--- src/rtl/stim_pkg.sv ---
// Shared definitions for the stimulus sequencer: widths, checker command codes,
// program record types and state encodings.
package stim_pkg;
  localparam int ADDR_WIDTH          = 20;
  localparam int DATA_WIDTH          = 16;
  localparam int STF_WIDTH           = 24;
  localparam int RTF_WIDTH           = 24;
  localparam int CHF_WIDTH           = RTF_WIDTH + ADDR_WIDTH;
  localparam int SCC_WIDTH           = 5;
  localparam int SCD_WIDTH           = 24;
  localparam int RESULT_VECTOR_WORDS = 2;

  localparam logic [SCC_WIDTH-1:0] SC_CMD_IDLE    = SCC_WIDTH'(0);
  localparam logic [SCC_WIDTH-1:0] SC_CMD_BITMASK = SCC_WIDTH'(1);

  localparam logic [7:0] TYPE_END    = 8'h00;
  localparam logic [7:0] TYPE_VECTOR = 8'h01;
  localparam logic [7:0] TYPE_MASK   = 8'h02;

  typedef enum logic [3:0] {
    S_IDLE, S_FETCH_HDR, S_DECODE, S_FETCH, S_PUSH,
    S_DRAIN_MASK, S_SET_MASK, S_DRAIN_END, S_DONE
  } state_t;

  typedef enum logic [1:0] {RD_IDLE, RD_REQ, RD_WAIT} rd_state_t;

  function automatic logic [ADDR_WIDTH-1:0] next_res_addr(input logic [ADDR_WIDTH-1:0] a);
    return a + ADDR_WIDTH'(RESULT_VECTOR_WORDS);
  endfunction
endpackage

--- src/rtl/stim_if.sv ---
// Bus bundle between the sequencer and its neighbours: Avalon-MM read port,
// the two FIFO write ports and the checker command link.
interface stim_if;
  import stim_pkg::*;

  logic [ADDR_WIDTH-1:0] mem_address;
  logic                  mem_read;
  logic [DATA_WIDTH-1:0] mem_readdata;
  logic                  mem_readdatavalid;
  logic                  mem_waitrequest;
  logic [STF_WIDTH-1:0]  sfifo_data;
  logic                  sfifo_wrreq;
  logic                  sfifo_wrfull;
  logic [CHF_WIDTH-1:0]  cfifo_data;
  logic                  cfifo_wrreq;
  logic                  cfifo_wrfull;
  logic [SCC_WIDTH-1:0]  sc_cmd;
  logic [SCD_WIDTH-1:0]  sc_data;
  logic                  sc_ready;

  modport master (
    output mem_address, mem_read, sfifo_data, sfifo_wrreq,
           cfifo_data, cfifo_wrreq, sc_cmd, sc_data,
    input  mem_readdata, mem_readdatavalid, mem_waitrequest,
           sfifo_wrfull, cfifo_wrfull, sc_ready
  );

  modport slave (
    input  mem_address, mem_read, sfifo_data, sfifo_wrreq,
           cfifo_data, cfifo_wrreq, sc_cmd, sc_data,
    output mem_readdata, mem_readdatavalid, mem_waitrequest,
           sfifo_wrfull, cfifo_wrfull, sc_ready
  );
endinterface

--- src/rtl/stim_rd_master.sv ---
// Single-outstanding Avalon-MM read master: a req pulse while idle issues one
// read at addr; the returned word is presented with word_vld for one cycle.
module stim_rd_master
  import stim_pkg::*;
(
  input  logic                  clock,
  input  logic                  reset,
  input  logic                  req,
  input  logic [ADDR_WIDTH-1:0] addr,
  output logic [ADDR_WIDTH-1:0] mem_address,
  output logic                  mem_read,
  input  logic [DATA_WIDTH-1:0] mem_readdata,
  input  logic                  mem_readdatavalid,
  input  logic                  mem_waitrequest,
  output logic [DATA_WIDTH-1:0] word,
  output logic                  word_vld,
  output logic                  accept,
  output logic                  idle
);
  rd_state_t state, state_nxt;

  always_ff @(posedge clock or posedge reset) begin
    if (reset) begin
      state       <= RD_IDLE;
      mem_address <= '0;
    end else begin
      state <= state_nxt;
      if (state == RD_IDLE && req) mem_address <= addr;
    end
  end

  always_comb begin
    state_nxt = state;
    case (state)
      RD_IDLE: if (req)                state_nxt = RD_REQ;
      RD_REQ:  if (!mem_waitrequest)   state_nxt = RD_WAIT;
      RD_WAIT: if (mem_readdatavalid)  state_nxt = RD_IDLE;
      default:                         state_nxt = RD_IDLE;
    endcase
  end

  // Read data is only meaningful while a read is outstanding
  assign mem_read = (state == RD_REQ);
  assign accept   = mem_read && !mem_waitrequest;
  assign word_vld = (state == RD_WAIT) && mem_readdatavalid;
  assign word     = mem_readdata;
  assign idle     = (state == RD_IDLE);
endmodule

--- src/rtl/stim.sv ---
// Stimulus sequencer: walks a test program in memory, pushes vectors into the
// stimulus/check FIFO pair and forwards bitmask records to the checker.
module stim
  import stim_pkg::*;
(
  input  logic                  clock,
  input  logic                  reset,
  input  logic                  start,
  input  logic [ADDR_WIDTH-1:0] prog_base,
  input  logic [ADDR_WIDTH-1:0] res_base,
  output logic                  busy,
  output logic                  done,
  stim_if.master                bus
);
  state_t                state, state_nxt;
  logic [ADDR_WIDTH-1:0] rd_addr, res_addr;
  logic [7:0]            hdr_type;
  logic                  rec_vec;
  logic [1:0]            wcnt;
  logic [DATA_WIDTH-1:0] w1, w2, w3;
  logic                  rd_req, rd_accept, rd_idle, word_vld, push, last_word;
  logic [DATA_WIDTH-1:0] word;

  stim_rd_master u_rd (
    .clock             (clock),
    .reset             (reset),
    .req               (rd_req),
    .addr              (rd_addr),
    .mem_address       (bus.mem_address),
    .mem_read          (bus.mem_read),
    .mem_readdata      (bus.mem_readdata),
    .mem_readdatavalid (bus.mem_readdatavalid),
    .mem_waitrequest   (bus.mem_waitrequest),
    .word              (word),
    .word_vld          (word_vld),
    .accept            (rd_accept),
    .idle              (rd_idle)
  );

  assign last_word = (wcnt == (rec_vec ? 2'd2 : 2'd1));

  always_ff @(posedge clock or posedge reset) begin
    if (reset) begin
      state    <= S_IDLE;
      rd_addr  <= '0;
      res_addr <= '0;
      hdr_type <= TYPE_END;
      rec_vec  <= 1'b0;
      wcnt     <= '0;
      w1       <= '0;
      w2       <= '0;
      w3       <= '0;
    end else begin
      state <= state_nxt;
      if (state == S_IDLE && start) begin
        rd_addr  <= prog_base;
        res_addr <= res_base;
      end else if (rd_accept) begin
        rd_addr <= rd_addr + ADDR_WIDTH'(1);
      end
      if (state == S_FETCH_HDR && word_vld) hdr_type <= word[15:8];
      if (state == S_DECODE) begin
        rec_vec <= (hdr_type == TYPE_VECTOR);
        wcnt    <= '0;
      end
      if (state == S_FETCH && word_vld) begin
        case (wcnt)
          2'd0:    w1 <= word;
          2'd1:    w2 <= word;
          default: w3 <= word;
        endcase
        wcnt <= wcnt + 2'd1;
      end
      if (push) res_addr <= next_res_addr(res_addr);
    end
  end

  always_comb begin
    state_nxt = state;
    rd_req    = 1'b0;
    push      = 1'b0;
    case (state)
      S_IDLE:      if (start) state_nxt = S_FETCH_HDR;
      S_FETCH_HDR: begin
        rd_req = rd_idle;
        if (word_vld) state_nxt = S_DECODE;
      end
      S_DECODE:
        if (hdr_type == TYPE_VECTOR || hdr_type == TYPE_MASK) state_nxt = S_FETCH;
        else                                                  state_nxt = S_DRAIN_END;
      S_FETCH: begin
        rd_req = rd_idle;
        if (word_vld && last_word) state_nxt = rec_vec ? S_PUSH : S_DRAIN_MASK;
      end
      // Both FIFOs are written together so their occupancies never diverge
      S_PUSH:
        if (!bus.sfifo_wrfull && !bus.cfifo_wrfull) begin
          push      = 1'b1;
          state_nxt = S_FETCH_HDR;
        end
      S_DRAIN_MASK: if (bus.sc_ready) state_nxt = S_SET_MASK;
      S_SET_MASK:   state_nxt = S_FETCH_HDR;
      S_DRAIN_END:  if (bus.sc_ready) state_nxt = S_DONE;
      S_DONE:       state_nxt = S_IDLE;
      default:      state_nxt = S_IDLE;
    endcase
  end

  assign bus.sfifo_wrreq = push;
  assign bus.cfifo_wrreq = push;
  assign bus.sfifo_data  = {w1, w2[15:8]};
  assign bus.cfifo_data  = {w2[7:0], w3, res_addr};
  assign bus.sc_cmd      = (state == S_SET_MASK) ? SC_CMD_BITMASK : SC_CMD_IDLE;
  assign bus.sc_data     = (state == S_SET_MASK) ? {w1, w2[15:8]} : '0;
  assign busy            = (state != S_IDLE) && (state != S_DONE);
  assign done            = (state == S_DONE);
endmodule

--- src/flat_wrapper.sv ---
// flat-port wrapper written by rule: the top's interface ports become plain ports
module stim_flat import stim_pkg::*;
  (clock, reset, start, prog_base, res_base, busy, done, bus_mem_address, bus_mem_read, bus_sfifo_data, bus_sfifo_wrreq, bus_cfifo_data, bus_cfifo_wrreq, bus_sc_cmd, bus_sc_data, bus_mem_readdata, bus_mem_readdatavalid, bus_mem_waitrequest, bus_sfifo_wrfull, bus_cfifo_wrfull, bus_sc_ready);
  stim_if bus_i ();
  input  logic clock;
  input  logic reset;
  input  logic start;
  input  logic [ADDR_WIDTH-1:0] prog_base;
  input  logic [ADDR_WIDTH-1:0] res_base;
  output logic busy;
  output logic done;
  output wire logic [$bits(bus_i.mem_address)-1:0] bus_mem_address;
  output wire logic [$bits(bus_i.mem_read)-1:0] bus_mem_read;
  output wire logic [$bits(bus_i.sfifo_data)-1:0] bus_sfifo_data;
  output wire logic [$bits(bus_i.sfifo_wrreq)-1:0] bus_sfifo_wrreq;
  output wire logic [$bits(bus_i.cfifo_data)-1:0] bus_cfifo_data;
  output wire logic [$bits(bus_i.cfifo_wrreq)-1:0] bus_cfifo_wrreq;
  output wire logic [$bits(bus_i.sc_cmd)-1:0] bus_sc_cmd;
  output wire logic [$bits(bus_i.sc_data)-1:0] bus_sc_data;
  input wire logic [$bits(bus_i.mem_readdata)-1:0] bus_mem_readdata;
  input wire logic [$bits(bus_i.mem_readdatavalid)-1:0] bus_mem_readdatavalid;
  input wire logic [$bits(bus_i.mem_waitrequest)-1:0] bus_mem_waitrequest;
  input wire logic [$bits(bus_i.sfifo_wrfull)-1:0] bus_sfifo_wrfull;
  input wire logic [$bits(bus_i.cfifo_wrfull)-1:0] bus_cfifo_wrfull;
  input wire logic [$bits(bus_i.sc_ready)-1:0] bus_sc_ready;
  assign bus_mem_address = bus_i.mem_address;
  assign bus_mem_read = bus_i.mem_read;
  assign bus_sfifo_data = bus_i.sfifo_data;
  assign bus_sfifo_wrreq = bus_i.sfifo_wrreq;
  assign bus_cfifo_data = bus_i.cfifo_data;
  assign bus_cfifo_wrreq = bus_i.cfifo_wrreq;
  assign bus_sc_cmd = bus_i.sc_cmd;
  assign bus_sc_data = bus_i.sc_data;
  assign bus_i.mem_readdata = bus_mem_readdata;
  assign bus_i.mem_readdatavalid = bus_mem_readdatavalid;
  assign bus_i.mem_waitrequest = bus_mem_waitrequest;
  assign bus_i.sfifo_wrfull = bus_sfifo_wrfull;
  assign bus_i.cfifo_wrfull = bus_cfifo_wrfull;
  assign bus_i.sc_ready = bus_sc_ready;
  stim u_core (.clock(clock), .reset(reset), .start(start), .prog_base(prog_base), .res_base(res_base), .busy(busy), .done(done), .bus(bus_i));
endmodule
--- config.mk ---
export PLATFORM = sky130hd
export DESIGN_NAME = stim_flat
export DESIGN_NICKNAME = d
export VERILOG_FILES = /design/src/rtl/stim_pkg.sv /design/src/rtl/stim_if.sv /design/src/rtl/stim_rd_master.sv /design/src/rtl/stim.sv /design/src/flat_wrapper.sv
export SDC_FILE = /design/constraint.sdc
export NUM_CORES = 1
export LEC_CHECK = 0
export BUFFER_PORTS_ARGS = -buffer_cell sky130_fd_sc_hd__buf_2
export CORE_MARGIN = 3
export CORE_UTILIZATION = 35
export CTS_CLUSTER_SIZE = 16
export DETAILED_ROUTE_END_ITERATION = 8
export GPL_TIMING_DRIVEN = 0
export PLACE_DENSITY = 0.58
export SYNTH_ARGS = -nofsm -noshare
export SYNTH_HDL_FRONTEND = slang
export SYNTH_HIERARCHICAL = 1
export SYNTH_SLANG_ARGS = --single-unit
--- constraint.sdc ---
create_clock -name clock -period 5.6 [get_ports clock]
set_input_delay 1.12 -clock clock [delete_from_list [all_inputs] [get_ports clock]]
set_output_delay 1.12 -clock clock [all_outputs]
set_load 0.005 [all_outputs]
---- Word level (Yosys, flattened, before mapping) ----
Index checks and enable logic that the tools add are counted.
word-level totals
  bits in registers ....................... 125
  bits of input ports ..................... 64
  output and inout port bits .............. 122
operators by class
  $add $sub $neg .......................... 3
  equality and inequality tests ........... 24
  multiplexer cells ....................... 25
  bitwise operators ....................... 1
  reduce and logical (&&, ||, !) cells .... 27
operators with widths
  operator               count
  $mux 20                4
  $pmux 4 s8             1
  $mux 24                1
  $mux 4                 6
  $add 20x1->20 const B  1
  $add 20x2->20 const B  1
  $eq 4x3->1 const B     4
  $ne 2x2->1 const B     7
  $mux 2                 6
  $logic_and 1x1->1      9
  $eq 4x2->1 const B     2
  $eq 8x1->1 const B     1
  $eq 8x2->1 const B     1
  $pmux 2 s3             1
  $reduce_and 2->1       3
  $reduce_and 6->1       1
  $reduce_bool 2->1      3
  $mux 1                 5
  $eq 2x1->1 const B     2
  $eq 4x1->1 const B     1
  $eq 4x4->1 const B     1
  $logic_not 2->1        2
  $logic_not 4->1        1
  $ne 2x1->1 const B     2
  11 further kinds       14

---- Longest topological paths before layout ----
  depth after elaboration ................. 5
  gate-level depth with buffers ........... 7
  gate-level depth less buffers ........... 7

---- Modules after synthesis ----
Netlist, hierarchy kept.
modules (own cells, without submodules)
  module          times used  cells each  area each (µm²)
  stim            1           468         5076.1
  stim_rd_master  1           71          989.7

---- Least setup slack after synthesis ----
Ideal clock, no wire load.
  kind .................................... input -> output
  start point ............................. in bus_cfifo_wrfull
  end point ............................... out bus_sfifo_wrreq
  data arrival time ....................... 1.726 ns
  data required time ...................... 4.480 ns
  setup slack ............................. 2.754 ns
  cell stages on the path ................. 4
  path buffers ............................ 1
  cells stage by stage .................... nor4_4 -> nand2_2 -> inv_2 -> buf_4
between the ends
  word-level cells in the longest chain between the ends .. 4
ends and longest elaborated chain
  what                RTL line            RTL
  start: declaration  flat_wrapper.sv:24  input wire logic [$bits(bus_i.cfifo_wrfull)-1:0] bus_cfifo_wrfull;
  $logic_not 1->1     stim.sv:97          if (!bus.sfifo_wrfull && !bus.cfifo_wrfull) begin
  $logic_and 1x1->1   stim.sv:97
  $mux 1              stim.sv:97
  $mux 1              stim.sv:82          case (state)
  end: declaration    flat_wrapper.sv:15  output wire logic [$bits(bus_i.sfifo_wrreq)-1:0] bus_sfifo_wrreq;
Every way passes these cells.

---- Final worst setup path ----
  start point ............................. reg u_core.state[2]
  end point ............................... out bus_sc_data[18]
between the ends
  word-level cells in the longest chain between the ends .. 2
ends and longest elaborated chain
  what                      RTL line            RTL
  start: declaration        stim.sv:15          state_t state, state_nxt;
  start signal: assignment  stim.sv:54          state <= state_nxt;
  $eq 4x3->1                stim.sv:114         assign bus.sc_data = (state == S_SET_MASK) ? {w1, w2[15:8]} : '0;
  $mux 24                   stim.sv:114
  end: declaration          flat_wrapper.sv:19  output wire logic [$bits(bus_i.sc_data)-1:0] bus_sc_data;
Every way passes these cells.

==> results.tsv <==
stage	metric	value	unit
status	run status	finished, final reports clean	
sta	final worst-path cycle share	63.1	%
synthesis	async set or reset register ratio after synthesis	100	%
cells_and_area	final net count	795	
clocking	setup bufs post-CTS	0	
setup_path	reg2reg path depth	6	
synthesis	synthesized-area fraction occupied by ao, oa, aoi and oai cells	7.96	%
synthesis	most numerous cell in the Yosys netlist	sky130_fd_sc_hd__dfrtp_1	
setup_path	Crit Reg-Reg Endpoint	u_core/hdr_type[4]$_DFFE_PP0P_	
power	Pwr Density	488	nW/um^2
sta	transition time of the tightest slew-check pin	871	ps
routing	Wirelength per Cell	16.5	um
routing	Routed Wire Length	15800	um
synthesis	share of synthesized area spent on multiplexers	15.0	%
clocking	total number of H-tree levels	4	
min_path	number of cells traversed by the worst hold path	2	
grt	Remaining Overflow, GRT	0	
setup_path	R2R Setup Slk	3310	ps
clocking	clock slew at the register clock pins of the worst setup and hold paths	50	ps
sta	worst clock skew	6.70	ps
placement	Detailed Place HPWL	11900	um
grt	total global-route track usage	16.8	%
synthesis	Post-Synthesis Cells	539	
clocking	later-pin clock latency in the skew report	420	ps
grt	largest net degree at the start of global routing	73	
sta	Slew HR	41.8	%
sta	setup total negative slack	0	ps
setup_path	maximum fanout along the worst path	10	
clocking	hold buffer count at CTS	0	
cells_and_area	share of cells above drive strength 1	42.4	%
die	floorplan core area	16800	um^2
setup_path	category of cells accounting for the largest share of critical-path delay	buffers and inverters	
setup_path	buffering stage count on the worst path with inverters included	3	
synthesis	fraction of post-synthesis cell area in the top cell type by area	51.6	%
setup_path	critical path startpoint category	flop	
power	Worst IR Drop VDD	0.222	mV
die	floorplan die height	138	um
synthesis	xor and xnor area share after synthesis	2.89	%
clocking	clock buffers created by TritonCTS	17	
cells_and_area	ANT cells	0	
routing	overall via count from detail_route	4728	
synthesis	average footprint of a synthesized cell	11.3	um^2
setup_path	dominant cell type by count on the critical path	sky130_fd_sc_hd__buf_2	
sta	RSZ-0062 raised after global routing	no	
synthesis	number of enable flip-flop cells after synthesis	0	
die	horizontal extent of the die	138	um
clocking	CTS Root Cell	sky130_fd_sc_hd__clkbuf_16	
synthesis	fraction of the yosys area taken by sequential cells	51.6	%
setup_path	R2R Path Start	u_core/u_rd/state[0]$_DFFE_PP0P_	
routing	first drt pass iteration count	5	
clocking	cts repair resizes	0	
routing	DR iter-0 viols	215	
setup_path	endpoint arrival time on the critical path	2420	ps
die	standard-cell row count	47	
setup_path	Largest stage delay, worst path	450	ps
sta	Fin. Hold Viols	0	
placement	input/output buffers	165	
power	Leakage	0.00393	uW
setup_path	number of cells on the critical path	6	
synthesis	dominant combinational cell family by area after synthesis	simple AND/OR/NAND/NOR gates	
routing	number of design rule violations left after detail routing	0	
setup_path	data required time at the worst endpoint	4480	ps
synthesis	ranking of synthesized cells by area	sky130_fd_sc_hd__dfrtp_1, sky130_fd_sc_hd__mux2_2, sky130_fd_sc_hd__nand2_1, sky130_fd_sc_hd__buf_4, sky130_fd_sc_hd__and2_1	
clocking	CTS Sinks	125	
sta	minimum hold slack	471	ps
clocking	clock tree from TritonCTS	done	
die	Initial Util	36.2	%
synthesis	library cell occupying the most area in the post-synthesis netlist	sky130_fd_sc_hd__dfrtp_1	
synthesis	adder and majority gate portion of the synthesized area	0.825	%
grt	global-route wire length before repair	24900	um
min_path	hold endpoint	u_core/res_addr[0]$_DFFE_PP0P_	
die	Die Area	18900	um^2
setup_path	critical setup path kind	flop to primary output	
cells_and_area	area added between synthesis and finish	28.8	%
setup_path	standard cell with the maximum stage delay on the critical path	sky130_fd_sc_hd__dfrtp_1	
sta	Setup-failing EPs final	0	
synthesis	Syn. warnings	6	
synthesis	FF+latch count, synth	125	
synthesis	cell area after synthesis	6070	um^2
setup_path	cells traversed along the worst timing path	buf_2, nand2_1, nor2_1, clkbuf_1, and2_1, buf_2	
grt	number of global-route vias before repair	4787	
sta	final count of pins violating max slew	0	
sta	fmax	283	MHz
routing	via-per-instance ratio	4.93	
placement	last weighted congestion value of the routability-driven placer	0.817	
min_path	start point of the worst min-delay path	u_core/res_addr[0]$_DFFE_PP0P_	
die	I/O pins	186	
grt	initial antenna violation count	0	
clocking	buffers from clock root to sink, at most	2	
synthesis	top post-synthesis cells by count	sky130_fd_sc_hd__dfrtp_1, sky130_fd_sc_hd__nand2_1, sky130_fd_sc_hd__mux2_2	
synthesis	simple logic cell fraction of the synthesized area	15.9	%
synthesis	commonest register cell after synthesis	sky130_fd_sc_hd__dfrtp_1	
setup_path	kind of end point of the critical path	primary output	
job	# Max-Cap Violations	0	
min_path	class of the tightest hold or removal check	flop to flop	
sta	time the final worst path needs with I/O delays and setup	3540	ps
synthesis	count of distinct cell types in the synthesized netlist	59	
routing	number of antenna-violating nets in the routed design	0	
-- layout make-up --
type                            count  area [um^2]
Fill cell                        1606         8950
Multi-Input combinational cell    359         2600
Timing Repair Buffer              166          853
Inverter                           13         51.3
Clock inverter                      6          108
Buffer                             45          303
Sequential cell                   125         3130
Tap cell                          220          275
Clock buffer                       25          495
-- metrics by stage --
stage | total power [uW] | utilization, % | area (um^2) | cells | setup slack [ps]
after floorplan | 2230 | - | 6080 | 542 | 1780
after global placement | 2660 | 42.8 | 7180 | 927 | 470
after detailed placement | 2720 | 43.0 | 7210 | 928 | 2390
after CTS | 3870 | 46.6 | 7810 | 959 | 2020
after global routing | 4080 | 46.6 | 7810 | 959 | 1880
final | 3810 | 46.6 | 7810 | 959 | 2060
-- worst register-to-register path, cell delays in order (launching register included) --
cell and delay [ps]:
sky130_fd_sc_hd__dfrtp_1 430, sky130_fd_sc_hd__or2b_1 260, sky130_fd_sc_hd__nor2_1 290, sky130_fd_sc_hd__nand2_1 120, sky130_fd_sc_hd__or2_2 320, sky130_fd_sc_hd__nor3_4 350, sky130_fd_sc_hd__mux2_2 400
-- layout by cell type, fill, tap and decap left out, drive strengths merged, types with 12 or more instances in the layout --
master and instances:
and2 25, buf 199, clkbuf 37, dfrtp 125, inv 13, mux2 75
nand2 68, nand3 21, nand4 13, nor2 22, o211ai 12, o21ai 29
xor2 15
-- layer usage --
layer  vias up  track usage, %  wire length (um)
met2       122            28.7              8210
met4         0            5.16               175
met1      2344            21.0              6710
li1       2246               -                 -
met3        16            4.38               684
met5         -               0                 0
-- how the worst max path moves through the flow --
stage,endpoint,start
after global placement,u_core/w1[2]$_DFFE_PP0P_,reset
after floorplan,u_core/hdr_type[0]$_DFFE_PP0P_,reset
after global routing,bus_sc_data[17],u_core/state[2]$_DFFE_PP0P_
final,bus_sc_data[18],u_core/state[2]$_DFFE_PP0P_
after detailed placement,bus_sfifo_wrreq,bus_cfifo_wrfull
after CTS,bus_sc_data[14],u_core/state[2]$_DFFE_PP0P_
-- sequential cells by signal, summed over array words and instances (netlist names) --
register / cells
u_core/rd_addr: 20
u_core/res_addr: 20
u_core/u_rd/mem_address: 20
u_core/w1: 16
u_core/w2: 16
u_core/w3: 16
u_core/hdr_type: 8
u_core/state: 4
u_core/u_rd/state: 2
u_core/wcnt: 2
u_core/rec_vec: 1
-- kinds of logic (layout without fill, tap and decap cells) --
logic type	count (synthesis)	in the layout
AO/OA/AOI/OAI	73	73
XOR/XNOR	20	20
adder cells (fa/ha/maj)	4	4
buffers and inverters	58	255
flip-flops	125	125
multiplexers	78	78
other	1	4
AND/OR/NAND/NOR	180	180
-- power by group --
group / total, uW / switching (uW) / internal, uW
logic: 1150 / 555 / 598
clock network: 1120 / 377 / 743
registers: 1540 / 299 / 1240
Power figures use the tool's default switching activity.
